<file path="src/rtl/ysyx_25030081_rf_ctrl_if.sv">
// Bundle of issue, writeback-request and RF write-port signals around the RF controller.
// The slave modport is the controller's view; the master modport is the surrounding pipeline's view.
interface ysyx_25030081_rf_ctrl_if #(
   parameter int unsigned RF_ADDR_WIDTH = 5,
   parameter int unsigned DATA_WIDTH    = 32
);
   localparam int unsigned NUM_REGS = 1 << RF_ADDR_WIDTH;

   logic                     issue_valid;
   logic                     issue_wen;
   logic [RF_ADDR_WIDTH-1:0] issue_rd;
   logic [RF_ADDR_WIDTH-1:0] issue_rs1;
   logic [RF_ADDR_WIDTH-1:0] issue_rs2;
   logic                     issue_ready;

   logic                     ex_valid;
   logic [RF_ADDR_WIDTH-1:0] ex_rd;
   logic [DATA_WIDTH-1:0]    ex_data;
   logic                     ex_ready;

   logic                     ls_valid;
   logic [RF_ADDR_WIDTH-1:0] ls_rd;
   logic [DATA_WIDTH-1:0]    ls_data;
   logic                     ls_ready;

   logic                     rf_wen;
   logic [RF_ADDR_WIDTH-1:0] rf_waddr;
   logic [DATA_WIDTH-1:0]    rf_wdata;
   logic [NUM_REGS-1:0]      busy_vec;

   modport slave (
      input  issue_valid, issue_wen, issue_rd, issue_rs1, issue_rs2,
      input  ex_valid, ex_rd, ex_data,
      input  ls_valid, ls_rd, ls_data,
      output issue_ready, ex_ready, ls_ready,
      output rf_wen, rf_waddr, rf_wdata, busy_vec
   );

   modport master (
      output issue_valid, issue_wen, issue_rd, issue_rs1, issue_rs2,
      output ex_valid, ex_rd, ex_data,
      output ls_valid, ls_rd, ls_data,
      input  issue_ready, ex_ready, ls_ready,
      input  rf_wen, rf_waddr, rf_wdata, busy_vec
   );
endinterface

</file>
<file path="src/rtl/ysyx_25030081_rf_ctrl.sv">
// RF write-port controller: round-robin EX/LS writeback arbiter with a registered write,
// plus a per-register busy scoreboard that stalls issue on RAW/WAW hazards.
module ysyx_25030081_rf_ctrl #(
   parameter int unsigned RF_ADDR_WIDTH = 5,
   parameter int unsigned DATA_WIDTH    = 32
) (
   input logic                    clk,
   input logic                    rst,
   ysyx_25030081_rf_ctrl_if.slave bus
);
   localparam int unsigned NUM_REGS = 1 << RF_ADDR_WIDTH;

   typedef enum logic {
      LAST_EX = 1'b0,
      LAST_LS = 1'b1
   } rr_e;

   rr_e                      last_q, last_d;
   logic                     rf_wen_q, rf_wen_d;
   logic [RF_ADDR_WIDTH-1:0] rf_waddr_q, rf_waddr_d;
   logic [DATA_WIDTH-1:0]    rf_wdata_q, rf_wdata_d;
   logic [NUM_REGS-1:0]      busy_q, busy_d;

   logic ex_gnt_c;
   logic ls_gnt_c;
   logic issue_ready_c;
   logic issue_fire_c;

   // State register; reset leaves the pointer at LS so EX wins the first contention.
   always_ff @(posedge clk or posedge rst) begin
      if (rst) begin
         last_q     <= LAST_LS;
         rf_wen_q   <= 1'b0;
         rf_waddr_q <= '0;
         rf_wdata_q <= '0;
         busy_q     <= '0;
      end else begin
         last_q     <= last_d;
         rf_wen_q   <= rf_wen_d;
         rf_waddr_q <= rf_waddr_d;
         rf_wdata_q <= rf_wdata_d;
         busy_q     <= busy_d;
      end
   end

   // Grant, write-stage next state, hazard check and scoreboard update.
   always_comb begin
      last_d        = last_q;
      rf_wen_d      = 1'b0;
      rf_waddr_d    = rf_waddr_q;
      rf_wdata_d    = rf_wdata_q;
      busy_d        = busy_q;

      ex_gnt_c      = bus.ex_valid && (!bus.ls_valid || (last_q == LAST_LS));
      ls_gnt_c      = bus.ls_valid && (!bus.ex_valid || (last_q == LAST_EX));

      issue_ready_c = !(busy_q[bus.issue_rs1] || busy_q[bus.issue_rs2] ||
                        (bus.issue_wen && busy_q[bus.issue_rd]));
      issue_fire_c  = bus.issue_valid && issue_ready_c;

      if (ex_gnt_c) begin
         last_d     = LAST_EX;
         rf_wen_d   = (bus.ex_rd != '0);
         rf_waddr_d = bus.ex_rd;
         rf_wdata_d = bus.ex_data;
      end else if (ls_gnt_c) begin
         last_d     = LAST_LS;
         rf_wen_d   = (bus.ls_rd != '0);
         rf_waddr_d = bus.ls_rd;
         rf_wdata_d = bus.ls_data;
      end

      // Clear first so a same-edge set on the same bit wins.
      if (rf_wen_q) begin
         busy_d[rf_waddr_q] = 1'b0;
      end
      if (issue_fire_c && bus.issue_wen && (bus.issue_rd != '0)) begin
         busy_d[bus.issue_rd] = 1'b1;
      end
      busy_d[0] = 1'b0;
   end

   assign bus.issue_ready = issue_ready_c;
   assign bus.ex_ready    = ex_gnt_c;
   assign bus.ls_ready    = ls_gnt_c;
   assign bus.rf_wen      = rf_wen_q;
   assign bus.rf_waddr    = rf_waddr_q;
   assign bus.rf_wdata    = rf_wdata_q;
   assign bus.busy_vec    = busy_q;
endmodule

</file>
<file path="src/flat_wrapper.sv">
// flat-port wrapper written by rule: the top's interface ports become plain ports
module ysyx_25030081_rf_ctrl_flat 
#(
   parameter int unsigned RF_ADDR_WIDTH = 5,
   parameter int unsigned DATA_WIDTH    = 32
)
  (clk, rst, bus_issue_valid, bus_issue_wen, bus_issue_rd, bus_issue_rs1, bus_issue_rs2, bus_ex_valid, bus_ex_rd, bus_ex_data, bus_ls_valid, bus_ls_rd, bus_ls_data, bus_issue_ready, bus_ex_ready, bus_ls_ready, bus_rf_wen, bus_rf_waddr, bus_rf_wdata, bus_busy_vec);
  ysyx_25030081_rf_ctrl_if #(.RF_ADDR_WIDTH(RF_ADDR_WIDTH), .DATA_WIDTH(DATA_WIDTH)) bus_i ();
  input logic clk;
  input logic rst;
  input wire logic [$bits(bus_i.issue_valid)-1:0] bus_issue_valid;
  input wire logic [$bits(bus_i.issue_wen)-1:0] bus_issue_wen;
  input wire logic [$bits(bus_i.issue_rd)-1:0] bus_issue_rd;
  input wire logic [$bits(bus_i.issue_rs1)-1:0] bus_issue_rs1;
  input wire logic [$bits(bus_i.issue_rs2)-1:0] bus_issue_rs2;
  input wire logic [$bits(bus_i.ex_valid)-1:0] bus_ex_valid;
  input wire logic [$bits(bus_i.ex_rd)-1:0] bus_ex_rd;
  input wire logic [$bits(bus_i.ex_data)-1:0] bus_ex_data;
  input wire logic [$bits(bus_i.ls_valid)-1:0] bus_ls_valid;
  input wire logic [$bits(bus_i.ls_rd)-1:0] bus_ls_rd;
  input wire logic [$bits(bus_i.ls_data)-1:0] bus_ls_data;
  output wire logic [$bits(bus_i.issue_ready)-1:0] bus_issue_ready;
  output wire logic [$bits(bus_i.ex_ready)-1:0] bus_ex_ready;
  output wire logic [$bits(bus_i.ls_ready)-1:0] bus_ls_ready;
  output wire logic [$bits(bus_i.rf_wen)-1:0] bus_rf_wen;
  output wire logic [$bits(bus_i.rf_waddr)-1:0] bus_rf_waddr;
  output wire logic [$bits(bus_i.rf_wdata)-1:0] bus_rf_wdata;
  output wire logic [$bits(bus_i.busy_vec)-1:0] bus_busy_vec;
  assign bus_i.issue_valid = bus_issue_valid;
  assign bus_i.issue_wen = bus_issue_wen;
  assign bus_i.issue_rd = bus_issue_rd;
  assign bus_i.issue_rs1 = bus_issue_rs1;
  assign bus_i.issue_rs2 = bus_issue_rs2;
  assign bus_i.ex_valid = bus_ex_valid;
  assign bus_i.ex_rd = bus_ex_rd;
  assign bus_i.ex_data = bus_ex_data;
  assign bus_i.ls_valid = bus_ls_valid;
  assign bus_i.ls_rd = bus_ls_rd;
  assign bus_i.ls_data = bus_ls_data;
  assign bus_issue_ready = bus_i.issue_ready;
  assign bus_ex_ready = bus_i.ex_ready;
  assign bus_ls_ready = bus_i.ls_ready;
  assign bus_rf_wen = bus_i.rf_wen;
  assign bus_rf_waddr = bus_i.rf_waddr;
  assign bus_rf_wdata = bus_i.rf_wdata;
  assign bus_busy_vec = bus_i.busy_vec;
  ysyx_25030081_rf_ctrl #(.RF_ADDR_WIDTH(RF_ADDR_WIDTH), .DATA_WIDTH(DATA_WIDTH)) u_core (.clk(clk), .rst(rst), .bus(bus_i));
endmodule
</file>
<file path="config.mk">
export PLATFORM = sky130hd
export DESIGN_NAME = ysyx_25030081_rf_ctrl_flat
export DESIGN_NICKNAME = d
export VERILOG_FILES = /design/src/rtl/ysyx_25030081_rf_ctrl_if.sv /design/src/rtl/ysyx_25030081_rf_ctrl.sv /design/src/flat_wrapper.sv
export SDC_FILE = /design/constraint.sdc
export NUM_CORES = 1
export LEC_CHECK = 0
export ABC_CLOCK_PERIOD_IN_PS = 5000
export CAP_MARGIN = 10
export CORE_UTILIZATION = 43
export CTS_BUF_LIST = sky130_fd_sc_hd__clkbuf_8
export DETAILED_ROUTE_END_ITERATION = 16
export GPL_TIMING_DRIVEN = 0
export PLACE_DENSITY = 0.83
export SLEW_MARGIN = 30
export SYNTH_ARGS = -nofsm -noshare
export SYNTH_HDL_FRONTEND = slang
export SYNTH_SLANG_ARGS = --single-unit
</file>
<file path="constraint.sdc">
create_clock -name clk -period 5 [get_ports clk]
set_input_delay 1.25 -clock clk [delete_from_list [all_inputs] [get_ports clk]]
set_output_delay 1.25 -clock clk [all_outputs]
set_load 0.005 [all_outputs]
</file>
==> impl_metrics.json <==
{
  "status": "finished, final reports clean",
  "fin_crit_sh_pct": 99.0,
  "diodes": 0,
  "grt_pass1_vias": 5170,
  "n_fill_cell": 850,
  "drv_cap": 0,
  "cts_max_level": 3,
  "root_buffer": "clkbuf_8",
  "endpoint_kind": "primary output",
  "tightest_slew_ns": 0.834,
  "worst_hold_slack_ns": 0.606,
  "synth_edf_count": 0,
  "path_max_fanout": 10,
  "reg2reg_from": "u_core.last_q",
  "cp_data_required_time_ns": 3.75,
  "cts_tree": "built",
  "track_usage_pct": 29.7,
  "die_h_um": 104,
  "crit_cells": 8,
  "yosysTopAreaCellShare_pct": 38.7,
  "fin_crit_ns": 4.95,
  "final_cells": 813,
  "synth.most_common_cell": "dfrtp_1",
  "worstHoldStart": "u_core.bus.busy_vec[5]",
  "slowest_stage": "clkdlybuf4s50_1",
  "hold_end": "u_core.bus.busy_vec[5]",
  "fin_area_um2": 6420,
  "std_cell_rows": 36,
  "ys_seq_area_share_pct": 39.3,
  "power_density_nw_per_um2": 390,
  "antenna_found_initial": 0,
  "gp_congestion": 0.931,
  "placed_cell_area_um2": 6230,
  "syn_to_final_growth_pct": 43.9,
  "fin_util_pct": 64.8,
  "synth_area_leaders": "dfrtp_1 (39%), mux4_2 (7.1%), mux2i_1 (5.2%)",
  "synth_common_cells": "dfrtp_1 (69), nor2_1 (47), inv_1 (39)",
  "hold_path_class": "reg2reg",
  "rsz0062_at_grt": "no",
  "grt_pass1_wl_mm": 25.4,
  "cp_common_cell": "clkdlybuf4s50_1",
  "leakage_uw": 0.00258,
  "ff2ff_setup_slack_ns": 2.55,
  "numCtsBuffers": 9,
  "syn-cell-area_um2": 4460,
  "ys.flop_type": "dfrtp_1",
  "synthArstFlopShare_pct": 100,
  "wire_per_inst_um": 19.7,
  "worstSkewPairLatency_ns": 0.35,
  "finalClockSkew_ns": 0.00793,
  "wl_mm": 16.0,
  "crit_chain": "clkdlybuf4s50_1 -> clkbuf_2 -> nor4b_1 -> a32o_1 -> a2111oi_2 -> nand4_1 -> a21oi_1 -> clkdlybuf4s50_1",
  "grt_overflow": 0,
  "grt_max_degree": 42,
  "syn_inst": 507,
  "worst_setup_path_start_kind": "input port",
  "whs_path_depth": 2,
  "worst-path-buf-inv": 3,
  "ant_nets": 0,
  "synth_top_area_cell": "dfrtp_1",
  "slew_viol_final": 0,
  "worstSetupPathType": "in2out",
  "dp.cells": 799,
  "reg2regPathDepth": 7,
  "io_pins": 168,
  "drt_pass1_iterations": 5,
  "finalPower_uw": 2510,
  "syn_area_per_cell_um2": 8.80,
  "drive_gt1_share_pct": 9.26,
  "synthDistinctLibCells": 50,
  "path_clk_slew_ns": 0.07,
  "cts_sinks": 70,
  "initialDrtViolationCount": 365,
  "core_um2": 9910,
  "die_w_um": 104,
  "relSlewSlack_pct": 44.3,
  "setup_violations": 0,
  "num-nets-final": 772,
  "post-dp-hpwl_mm": 12.1,
  "die-area_um2": 10800,
  "synth-seq-cells": 70,
  "via_per_inst": 6.10,
  "holdBufCountCts": 0,
  "r2r-end": "u_core.bus.rf_wdata[11]",
  "num_vias": 4961,
  "initial_utilization_pct": 45.0,
  "vdd_drop_max_v": 0.000176,
  "fmax_ghz": 0.202,
  "cpPeakStageDelay_ns": 0.62,
  "critical_path.top_delay_family": "buffers and inverters",
  "yosys_warnings": 0,
  "remaining_drc_errors": 0,
  "critPathArrivalTime_ns": 3.70,
  "hold_viol": 0,
  "syn_nets": 602,
  "portBuffers": 158,
  "clockBufferDepth": 2
}
[cells in the final DEF (no fill, tap or decap), drive strengths merged, types with 3 or more instances in the layout]
cell type / count
a31oi: 32
a21oi: 33
o41ai: 6
nor3b: 4
clkbuf: 41
o21ai: 57
nand3: 8
nand2: 37
mux2: 6
mux4: 14
mux2i: 23
nor3: 5
dfrtp: 69
nor2: 47
o22ai: 34
and3: 4
inv: 41
nand3b: 7
nor4: 3
o221a: 4
o32ai: 3
clkdlybuf4s50: 158
or3b: 3
buf: 15
nand2b: 5
[sequential cells by signal (all words and copies together), names as in the netlist]
name,flops
u_core.bus.busy_vec,31
u_core.bus.rf_wen,1
u_core.last_q,1
u_core.bus.rf_waddr,5
u_core.bus.rf_wdata,32
[worst reg2reg max path: stages, from the launching register on]
cell and delay [ns]:
dfstp_2 0.52, clkbuf_1 0.27, nand2_1 0.25, nand2_1 0.17, clkbuf_1 0.38, buf_1 0.44
o22ai_1 0.16, a31oi_1 0.19
[power by group]
part | internal, µW | leakage (µW) | switching, µW | total (µW)
Combinational | 647 | 0.00167 | 450 | 1100
Clock | 213 | 0.0000955 | 210 | 423
Sequential | 733 | 0.000816 | 253 | 986
[logic make-up after synthesis]
family	share of synthesized area, %
AOI/OAI and AO/OA	24.7
buffers and inverters	7.46
DFF	39.3
muxes	13.7
other	0.0841
and+or+nand+nor	14.8
[worst max-delay path by stage]
stage                      endpoint             start  slack (ns)
floorplan           bus_issue_ready  bus_issue_rs2[2]        1.01
global placement    bus_issue_ready   bus_issue_rd[3]       -0.03
detailed placement  bus_issue_ready   bus_issue_rd[3]       -0.09
CTS                 bus_issue_ready   bus_issue_rd[3]        0.07
global route        bus_issue_ready   bus_issue_rd[4]        0.02
finish              bus_issue_ready   bus_issue_rd[4]        0.05
[cell type report]
type / instances / area (µm²) / area share (%)
multi-input combinational: 354 / 2380 / 37.0
sequential: 70 / 1750 / 27.3
timing repair buffer: 159 / 1600 / 25.0
buffer: 43 / 193 / 3.00
tap: 133 / 166 / 2.59
clock buffer: 12 / 165 / 2.57
inverter: 40 / 153 / 2.38
clock inverter: 2 / 8.76 / 0.136
[metal layers]
metal	global-route usage, %	up-vias	share of wire, %
met4	13.1	0	2.8
li1	-	2200	-
met5	0	-	0
met3	7.64	47	10
met2	51.2	337	48
met1	34.8	2377	39
[what timing repair did]
action	CTS	global route
buffers inserted	0	0
endpoints found under the hold margin	0	0
endpoints found under the setup margin	1	1
resized for setup	3	6
[per-stage QoR]
| step | TNS [ns] | setup WS, ns |
|---|---|---|
| floorplan | 0 | 1.01 |
| global placement | -0.0278 | -0.0278 |
| detailed placement | -0.0940 | -0.0940 |
| CTS | 0 | 0.0688 |
| global route | 0 | 0.0238 |
| finish | 0 | 0.0479 |
(Power assumes the default switching activity.)
